**config.mk**
```make
export PLATFORM = sky130hd
export DESIGN_NAME = collision_score_flat
export DESIGN_NICKNAME = d
export VERILOG_FILES = /design/src/rtl/collision_score_if.sv /design/src/rtl/collision_score.sv /design/src/flat_wrapper.sv
export SDC_FILE = /design/constraint.sdc
export NUM_CORES = 1
export LEC_CHECK = 0
export ABC_AREA = 1
export CELL_PAD_IN_SITES_DETAIL_PLACEMENT = 1
export CELL_PAD_IN_SITES_GLOBAL_PLACEMENT = 1
export CORE_ASPECT_RATIO = 0.8
export CORE_UTILIZATION = 35
export DETAILED_ROUTE_END_ITERATION = 16
export PLACE_DENSITY = 0.77
export SYNTH_ARGS = -nofsm -noshare
export SYNTH_HDL_FRONTEND = slang
export SYNTH_SLANG_ARGS = --single-unit
export TNS_END_PERCENT = 20
```
**constraint.sdc**
```tcl
create_clock -name clk -period 5.2 [get_ports clk]
set_input_delay 0.78 -clock clk [delete_from_list [all_inputs] [get_ports clk]]
set_output_delay 0.78 -clock clk [all_outputs]
set_load 0.01 [all_outputs]
```
**src/rtl/collision_score_if.sv**
```systemverilog
`default_nettype none
// ============================================================================
// Module      : collision_score_if
// Description : Game-state bus between the pipe movers / bird logic and the
//               collision_score block. The hi_score member exists only when
//               COLLISION_SCORE_HISCORE_EN is defined.
// Revision    : 1.0 - initial release
// ============================================================================
interface collision_score_if;
    logic        start;
    logic [9:0]  bird_pos_y;
    logic [9:0]  pipe_pos_x_a;
    logic [9:0]  pipe_pos_y_a;
    logic [9:0]  pipe_pos_x_b;
    logic [9:0]  pipe_pos_y_b;
    logic        lost;
    logic        playing;
    logic        score_tick;
    logic [11:0] score;
`ifdef COLLISION_SCORE_HISCORE_EN
    logic [11:0] hi_score;

    // Game-logic side: supplies positions and start, observes game state.
    modport master (
        output start, bird_pos_y, pipe_pos_x_a, pipe_pos_y_a,
               pipe_pos_x_b, pipe_pos_y_b,
        input  lost, playing, score_tick, score, hi_score
    );

    // collision_score side.
    modport slave (
        input  start, bird_pos_y, pipe_pos_x_a, pipe_pos_y_a,
               pipe_pos_x_b, pipe_pos_y_b,
        output lost, playing, score_tick, score, hi_score
    );
`else
    // Game-logic side: supplies positions and start, observes game state.
    modport master (
        output start, bird_pos_y, pipe_pos_x_a, pipe_pos_y_a,
               pipe_pos_x_b, pipe_pos_y_b,
        input  lost, playing, score_tick, score
    );

    // collision_score side.
    modport slave (
        input  start, bird_pos_y, pipe_pos_x_a, pipe_pos_y_a,
               pipe_pos_x_b, pipe_pos_y_b,
        output lost, playing, score_tick, score
    );
`endif
endinterface
`default_nettype wire

```
**src/rtl/collision_score.sv**
```systemverilog
`default_nettype none
// ============================================================================
// Module      : collision_score
// Description : Bird/pipe and bird/floor collision detection, pipe-pass
//               counting, IDLE/PLAY/LOST game state machine and a saturating
//               3-digit BCD score. Optional hi-score register is enabled by
//               defining COLLISION_SCORE_HISCORE_EN.
// Revision    : 1.0 - initial release
// ============================================================================
module collision_score #(
    parameter int BIRD_X     = 100,
    parameter int BIRD_SIZE  = 20,
    parameter int PIPE_WIDTH = 60,
    parameter int GAP_HEIGHT = 150,
    parameter int FLOOR_Y    = 460
) (
    input  wire logic         clk,
    input  wire logic         reset_n,
    collision_score_if.slave  bus
);

    // Geometry constants, all in 11 bits so sums of 10-bit positions and
    // sizes can never wrap.
    localparam logic [10:0] BIRD_LEFT  = 11'(BIRD_X);
    localparam logic [10:0] BIRD_RIGHT = 11'(BIRD_X + BIRD_SIZE);
    localparam logic [10:0] BIRD_H     = 11'(BIRD_SIZE);
    localparam logic [10:0] PIPE_W     = 11'(PIPE_WIDTH);
    localparam logic [10:0] GAP_H      = 11'(GAP_HEIGHT);
    localparam logic [10:0] FLOOR_LINE = 11'(FLOOR_Y);

    localparam logic [1:0] IDLE = 2'd0;
    localparam logic [1:0] PLAY = 2'd1;
    localparam logic [1:0] LOST = 2'd2;

    logic [1:0]  state;
    logic [1:0]  next_state;
    logic        lost_q;
    logic        playing_q;
    logic        tick_q;
    logic [11:0] score_q;
    logic        passed_a;
    logic        passed_b;

    logic [10:0] bird_top;
    logic [10:0] bird_bot;
    logic [10:0] xa_left;
    logic [10:0] xa_right;
    logic [10:0] ya_top;
    logic [10:0] ya_bot;
    logic [10:0] xb_left;
    logic [10:0] xb_right;
    logic [10:0] yb_top;
    logic [10:0] yb_bot;
    logic        overlap_a;
    logic        overlap_b;
    logic        hit_a;
    logic        hit_b;
    logic        floor_hit;
    logic        collision;
    logic        behind_a;
    logic        behind_b;
    logic        event_a;
    logic        event_b;

    logic        score_clear;
    logic [1:0]  score_inc;

    // ------------------------------------------------------------------
    // Geometry
    // ------------------------------------------------------------------
    assign bird_top = {1'b0, bus.bird_pos_y};
    assign bird_bot = bird_top + BIRD_H;
    assign xa_left  = {1'b0, bus.pipe_pos_x_a};
    assign xa_right = xa_left + PIPE_W;
    assign ya_top   = {1'b0, bus.pipe_pos_y_a};
    assign ya_bot   = ya_top + GAP_H;
    assign xb_left  = {1'b0, bus.pipe_pos_x_b};
    assign xb_right = xb_left + PIPE_W;
    assign yb_top   = {1'b0, bus.pipe_pos_y_b};
    assign yb_bot   = yb_top + GAP_H;

    assign overlap_a = (xa_left < BIRD_RIGHT) && (xa_right > BIRD_LEFT);
    assign overlap_b = (xb_left < BIRD_RIGHT) && (xb_right > BIRD_LEFT);
    assign hit_a     = overlap_a && ((bird_top < ya_top) || (bird_bot > ya_bot));
    assign hit_b     = overlap_b && ((bird_top < yb_top) || (bird_bot > yb_bot));
    assign floor_hit = (bird_bot >= FLOOR_LINE);
    assign collision = hit_a || hit_b || floor_hit;

    // A pipe is "behind" once its right edge is strictly left of the bird.
    assign behind_a = (xa_right < BIRD_LEFT);
    assign behind_b = (xb_right < BIRD_LEFT);
    assign event_a  = behind_a && !passed_a;
    assign event_b  = behind_b && !passed_b;

    // Pass flags follow pipe position in every state, so a pipe that wraps
    // back to the right edge re-arms and each pass is counted once.
    always_ff @(posedge clk or negedge reset_n) begin
        if (!reset_n) begin
            passed_a <= 1'b1;
            passed_b <= 1'b1;
        end else begin
            if (!behind_a)
                passed_a <= 1'b0;
            else if (event_a)
                passed_a <= 1'b1;
            if (!behind_b)
                passed_b <= 1'b0;
            else if (event_b)
                passed_b <= 1'b1;
        end
    end

    // Saturating BCD add of 0..2; ripple carry per digit, clamp at 999.
    function automatic logic [11:0] bcd_sat_add(input logic [11:0] v,
                                                input logic [1:0]  inc);
        logic [4:0] s0;
        logic [4:0] s1;
        logic [4:0] s2;
        logic       c0;
        logic       c1;
        logic [3:0] d0;
        logic [3:0] d1;
        s0 = {1'b0, v[3:0]} + {3'b000, inc};
        c0 = (s0 > 5'd9);
        d0 = c0 ? 4'(s0 - 5'd10) : s0[3:0];
        s1 = {1'b0, v[7:4]} + {4'b0000, c0};
        c1 = (s1 > 5'd9);
        d1 = c1 ? 4'(s1 - 5'd10) : s1[3:0];
        s2 = {1'b0, v[11:8]} + {4'b0000, c1};
        if (s2 > 5'd9)
            bcd_sat_add = 12'h999;
        else
            bcd_sat_add = {s2[3:0], d1, d0};
    endfunction

    // ------------------------------------------------------------------
    // Game state machine
    // ------------------------------------------------------------------

    // State register plus registered Lost/Playing decoded from next state.
    always_ff @(posedge clk or negedge reset_n) begin
        if (!reset_n) begin
            state     <= IDLE;
            lost_q    <= 1'b0;
            playing_q <= 1'b0;
        end else begin
            state     <= next_state;
            lost_q    <= (next_state == LOST);
            playing_q <= (next_state == PLAY);
        end
    end

    // Next-state logic: Start leaves IDLE and LOST, a collision ends PLAY.
    always_comb begin
        next_state = state;
        case (state)
            IDLE:    if (bus.start) next_state = PLAY;
            PLAY:    if (collision) next_state = LOST;
            LOST:    if (bus.start) next_state = IDLE;
            default: next_state = IDLE;
        endcase
    end

    // Score control: clear on game start, count passes only in a
    // collision-free PLAY cycle.
    always_comb begin
        score_clear = 1'b0;
        score_inc   = 2'd0;
        case (state)
            IDLE:    score_clear = bus.start;
            PLAY:    if (!collision)
                         score_inc = {1'b0, event_a} + {1'b0, event_b};
            default: ;
        endcase
    end

    // Score register and one-cycle tick on every nonzero add.
    always_ff @(posedge clk or negedge reset_n) begin
        if (!reset_n) begin
            score_q <= 12'h000;
            tick_q  <= 1'b0;
        end else begin
            tick_q <= (score_inc != 2'd0);
            if (score_clear)
                score_q <= 12'h000;
            else if (score_inc != 2'd0)
                score_q <= bcd_sat_add(score_q, score_inc);
        end
    end

`ifdef COLLISION_SCORE_HISCORE_EN
    logic [11:0] hi_q;

    // Capture the final score of a game if it beats the best so far;
    // packed BCD orders the same as the numeric value.
    always_ff @(posedge clk or negedge reset_n) begin
        if (!reset_n)
            hi_q <= 12'h000;
        else if ((state == PLAY) && collision && (score_q > hi_q))
            hi_q <= score_q;
    end

    assign bus.hi_score = hi_q;
`endif

    assign bus.lost       = lost_q;
    assign bus.playing    = playing_q;
    assign bus.score_tick = tick_q;
    assign bus.score      = score_q;

endmodule
`default_nettype wire
```
**src/flat_wrapper.sv**
```systemverilog
// flat-port wrapper written by rule: the top's interface ports become plain ports
module collision_score_flat 
#(
    parameter int BIRD_X     = 100,
    parameter int BIRD_SIZE  = 20,
    parameter int PIPE_WIDTH = 60,
    parameter int GAP_HEIGHT = 150,
    parameter int FLOOR_Y    = 460
)
  (clk, reset_n, bus_start, bus_bird_pos_y, bus_pipe_pos_x_a, bus_pipe_pos_y_a, bus_pipe_pos_x_b, bus_pipe_pos_y_b, bus_lost, bus_playing, bus_score_tick, bus_score);
  collision_score_if bus_i ();
  input  wire logic clk;
  input  wire logic reset_n;
  input wire logic [$bits(bus_i.start)-1:0] bus_start;
  input wire logic [$bits(bus_i.bird_pos_y)-1:0] bus_bird_pos_y;
  input wire logic [$bits(bus_i.pipe_pos_x_a)-1:0] bus_pipe_pos_x_a;
  input wire logic [$bits(bus_i.pipe_pos_y_a)-1:0] bus_pipe_pos_y_a;
  input wire logic [$bits(bus_i.pipe_pos_x_b)-1:0] bus_pipe_pos_x_b;
  input wire logic [$bits(bus_i.pipe_pos_y_b)-1:0] bus_pipe_pos_y_b;
  output wire logic [$bits(bus_i.lost)-1:0] bus_lost;
  output wire logic [$bits(bus_i.playing)-1:0] bus_playing;
  output wire logic [$bits(bus_i.score_tick)-1:0] bus_score_tick;
  output wire logic [$bits(bus_i.score)-1:0] bus_score;
  assign bus_i.start = bus_start;
  assign bus_i.bird_pos_y = bus_bird_pos_y;
  assign bus_i.pipe_pos_x_a = bus_pipe_pos_x_a;
  assign bus_i.pipe_pos_y_a = bus_pipe_pos_y_a;
  assign bus_i.pipe_pos_x_b = bus_pipe_pos_x_b;
  assign bus_i.pipe_pos_y_b = bus_pipe_pos_y_b;
  assign bus_lost = bus_i.lost;
  assign bus_playing = bus_i.playing;
  assign bus_score_tick = bus_i.score_tick;
  assign bus_score = bus_i.score;
  collision_score #(.BIRD_X(BIRD_X), .BIRD_SIZE(BIRD_SIZE), .PIPE_WIDTH(PIPE_WIDTH), .GAP_HEIGHT(GAP_HEIGHT), .FLOOR_Y(FLOOR_Y)) u_core (.clk(clk), .reset_n(reset_n), .bus(bus_i));
endmodule
```
==> out/metrics.yaml <==
drt:
  drt-total-wl_mm: 18.29
  detail_route.vias_per_cell: 5.707
  route.detailed.drc: 0
  num_vias: 4434
  final_antenna_net_count: 0
  first_pass_iters: 5
  drt_iter0_markers: 243
  wl_per_cell_um: 23.54
placed_design:
  port_buffers: 67
  hpwl_mm: 9.820
  place_congestion: 0.8415
run:
  max_cap_violations: 0
grt:
  grt_max_degree: 20
  track_usage_pct: 31.55
  grt.overflow.total: 0
  grt_pass1_vias: 4576
  antenna_found_initial: 0
  grt_first_pass_wirelength_mm: 22.97
power_and_ir_drop:
  comb_power_share_pct: 60.8
  p_sw_share_pct: 44.06
  seqPwrFrac_pct: 19.6
  switching_power_w: 0.0003851
  power.leakage_nw: 2.880
  total_power_w: 0.0008741
  clkPwrFrac_pct: 19.5
  power_density_nw_per_um2: 153.6
  irDropWorstVdd_uv: 96.91
  internal-power_w: 0.0004889
finish:
  ff_latch_area_sq_um: 478.0
  fill_cells: 1052
  multi_input_area_sq_um: 3074
  nNetsFinal: 777
  drive_gt1_share_pct: 42.11
  n_antenna_cell: 0
  area_delta_synth_final_pct: 77.03
logic_synthesis:
  synth_flop_cell: "dfrtp_1"
  synth_area_sq_um: 3214
  async_reset_ff_share_pct: 100.0
  synthTopCellsByCount: "132 x nand2_1, 76 x inv_1, 57 x ha_1, 35 x nand3_1, 31 x nor2_1"
  yosysTopAreaCell: "ha_1"
  syn_avg_cell_area_sq_um: 6.725
  syn-num-nets: 589
  ys.warnings.count: 0
  synth_top_area_share_pct: 22.19
  ys_types: 38
  synthTopCellsByArea: "ha_1 22%, nand2_1 15%, dfrtp_1 13%"
  yosys.cell_count.top_type: "nand2_1"
  synth-edff-count: 0
  ys_seq_area_share_pct: 14.87
  yosys_register_bits: 19
  synth_cells: 478
timing:
  maxSlewViolCount: 0
  setup_tns_ns: -11.79
  max_slew_margin_pct: 31.23
  fin_crit_sh_pct: 120.4
  hold-worst-slack_ns: 0.6413
  fin_skew_ns: 0.006275
  min_period_ns: 6.261
  layout_setup_ws_ns: -1.061
  max_freq_mhz: 159.7
  rsz0062_at_grt: "yes"
  hold_viol: 0
  setup-violations-final: 12
  worst_pin_slew_ns: 1.028
floorplanning:
  dieHeight_um: 87.72
  dieArea_sq_um: 9574
  rows: 30
  die_w_um: 109.1
  ios: 68
  start_util_pct: 36.91
  core_sq_um: 8708
hold_path:
  hold_class: "reg2reg"
setup_path:
  slowest_stage: "fa_2"
  critPathLaunchType: "input pin"
  crit_buf_inv: 6
  crit_family: "simple AND/OR/NAND/NOR gates"
  worstPathArrival_ns: 6.40
  path_class: "in2reg"
  required_ns: 5.34
  cp_slowest_stage_delay_ns: 0.39
  critical_path.most_common_cell: "nand2_2"
  cp_max_fo: 4
  end_kind: "flop"
cts:
  cts_tree: "built"
  holdBufCountCts: 0
  cts_buffers: 3
  clk_pin_slew_ns: 0.07
  root_buffer: "clkbuf_16"
  cts_buffer_depth: 2
  htree_levels: 1
  cts.sinks: 19
  clock_latency_ns: 0.26
status:
  violations: "negative setup slack"
  status: "finished, violations left"
==> sequential cells by signal (all words and copies together) (netlist names) <==
name	flops
u_core.bus.score	12
u_core.passed_b	1
u_core.bus.playing	1
u_core.bus.score_tick	1
u_core.bus.lost	1
u_core.passed_a	1
u_core.state	2
==> cells in the final DEF, fill, tap and decap left out, types with 8 or more instances in the layout <==
cell,Yosys,layout
a21oi_1,16,13
buf_4,0,116
clkdlybuf4s50_1,0,45
dfrtp_1,17,17
ha_1,57,40
ha_4,0,16
inv_1,76,57
inv_2,4,19
nand2_1,132,102
nand2_2,8,32
nand3_1,35,24
nand3_2,13,18
nor2_1,31,28
o21ai_0,18,8
xor2_1,20,9
xor2_2,0,9
==> worst reg2reg max path: cells and delay by family (launching register included) <==
family / cells / cell delay (ns)
flip-flops: 1 / 0.53
buffers and inverters: 4 / 0.40
AO/OA/AOI/OAI: 3 / 0.71
adder cells (fa/ha/maj): 7 / 1.67
AND/OR/NAND/NOR: 7 / 0.61
XOR/XNOR: 3 / 0.55
==> logic make-up (layout without fill, tap and decap cells) <==
logic type	count (synthesis)	after routing	share of synthesized area, %
xor gates and xnor gates	23	23	6.267
and+or+nand+nor	242	242	35.19
DFF	19	19	14.87
adders and majority gates	58	58	22.81
muxes	2	2	0.6617
buffers and inverters	84	271	10.31
AOI/OAI and AO/OA	50	50	9.887
==> final timing paths <==
path                                          start                    to  slack (ns)  cells past startpoint
max in group asynchronous                   reset_n  u_core.bus.score[10]        3.49                      1
worst min-delay path            u_core.bus.score[3]   u_core.bus.score[3]        0.64                      2
worst max-delay path              bus_bird_pos_y[4]   u_core.bus.score[0]       -1.06                     38
worst min register to register  u_core.bus.score[3]   u_core.bus.score[3]        0.64                      2
worst max register to register      u_core.passed_a   u_core.bus.score[0]        0.61                     24
min in group asynchronous                   reset_n       u_core.state[1]        1.08                      1
==> layout make-up <==
type / instances / area share, %
Sequential cell: 19 / 8.399
Tap cell: 112 / 2.463
Clock buffer: 3 / 1.319
Multi-Input combinational cell: 375 / 54.02
Timing Repair Buffer: 186 / 27.88
Inverter: 81 / 5.827
Clock inverter: 1 / 0.08795
==> per-stage QoR <==
step / setup slack, ns / cells / util, % / cell area (sq um)
after floorplan: -0.2304 / 478 / - / 3425
after global placement: -1.109 / 738 / 55.56 / 4838
after detailed placement: -1.465 / 738 / 55.56 / 4838
after CTS: -0.4478 / 764 / 60.96 / 5309
after global routing: -1.167 / 777 / 65.34 / 5690
final: -1.061 / 777 / 65.34 / 5690
==> layer usage <==
layer / wire [um] / up-vias / track usage [%]
met5: 0 / - / 0
met4: 1195 / 0 / 12.65
met3: 1109 / 114 / 3.943
met2: 9035 / 273 / 59.41
met1: 6951 / 2133 / 36.01
li1: - / 1914 / -
==> repair_timing <==
action,CTS,global route
gates resized for setup,91,81
endpoints found under the setup margin,12,12
hold endpoints to repair,0,0
buffers inserted,22,14
pin swaps,47,44
==> power groups by stage <==
stage                     Combinational, W  Sequential [W]  Clock [W]
after global routing              0.000560        0.000173   0.000175
after CTS                         0.000429        0.000170   0.000166
after detailed placement          0.000388        0.000172          0
final                             0.000532        0.000172   0.000171
after floorplan                   0.000200        0.000175          0
after global placement            0.000364        0.000171          0
(Power assumes the default switching activity.)
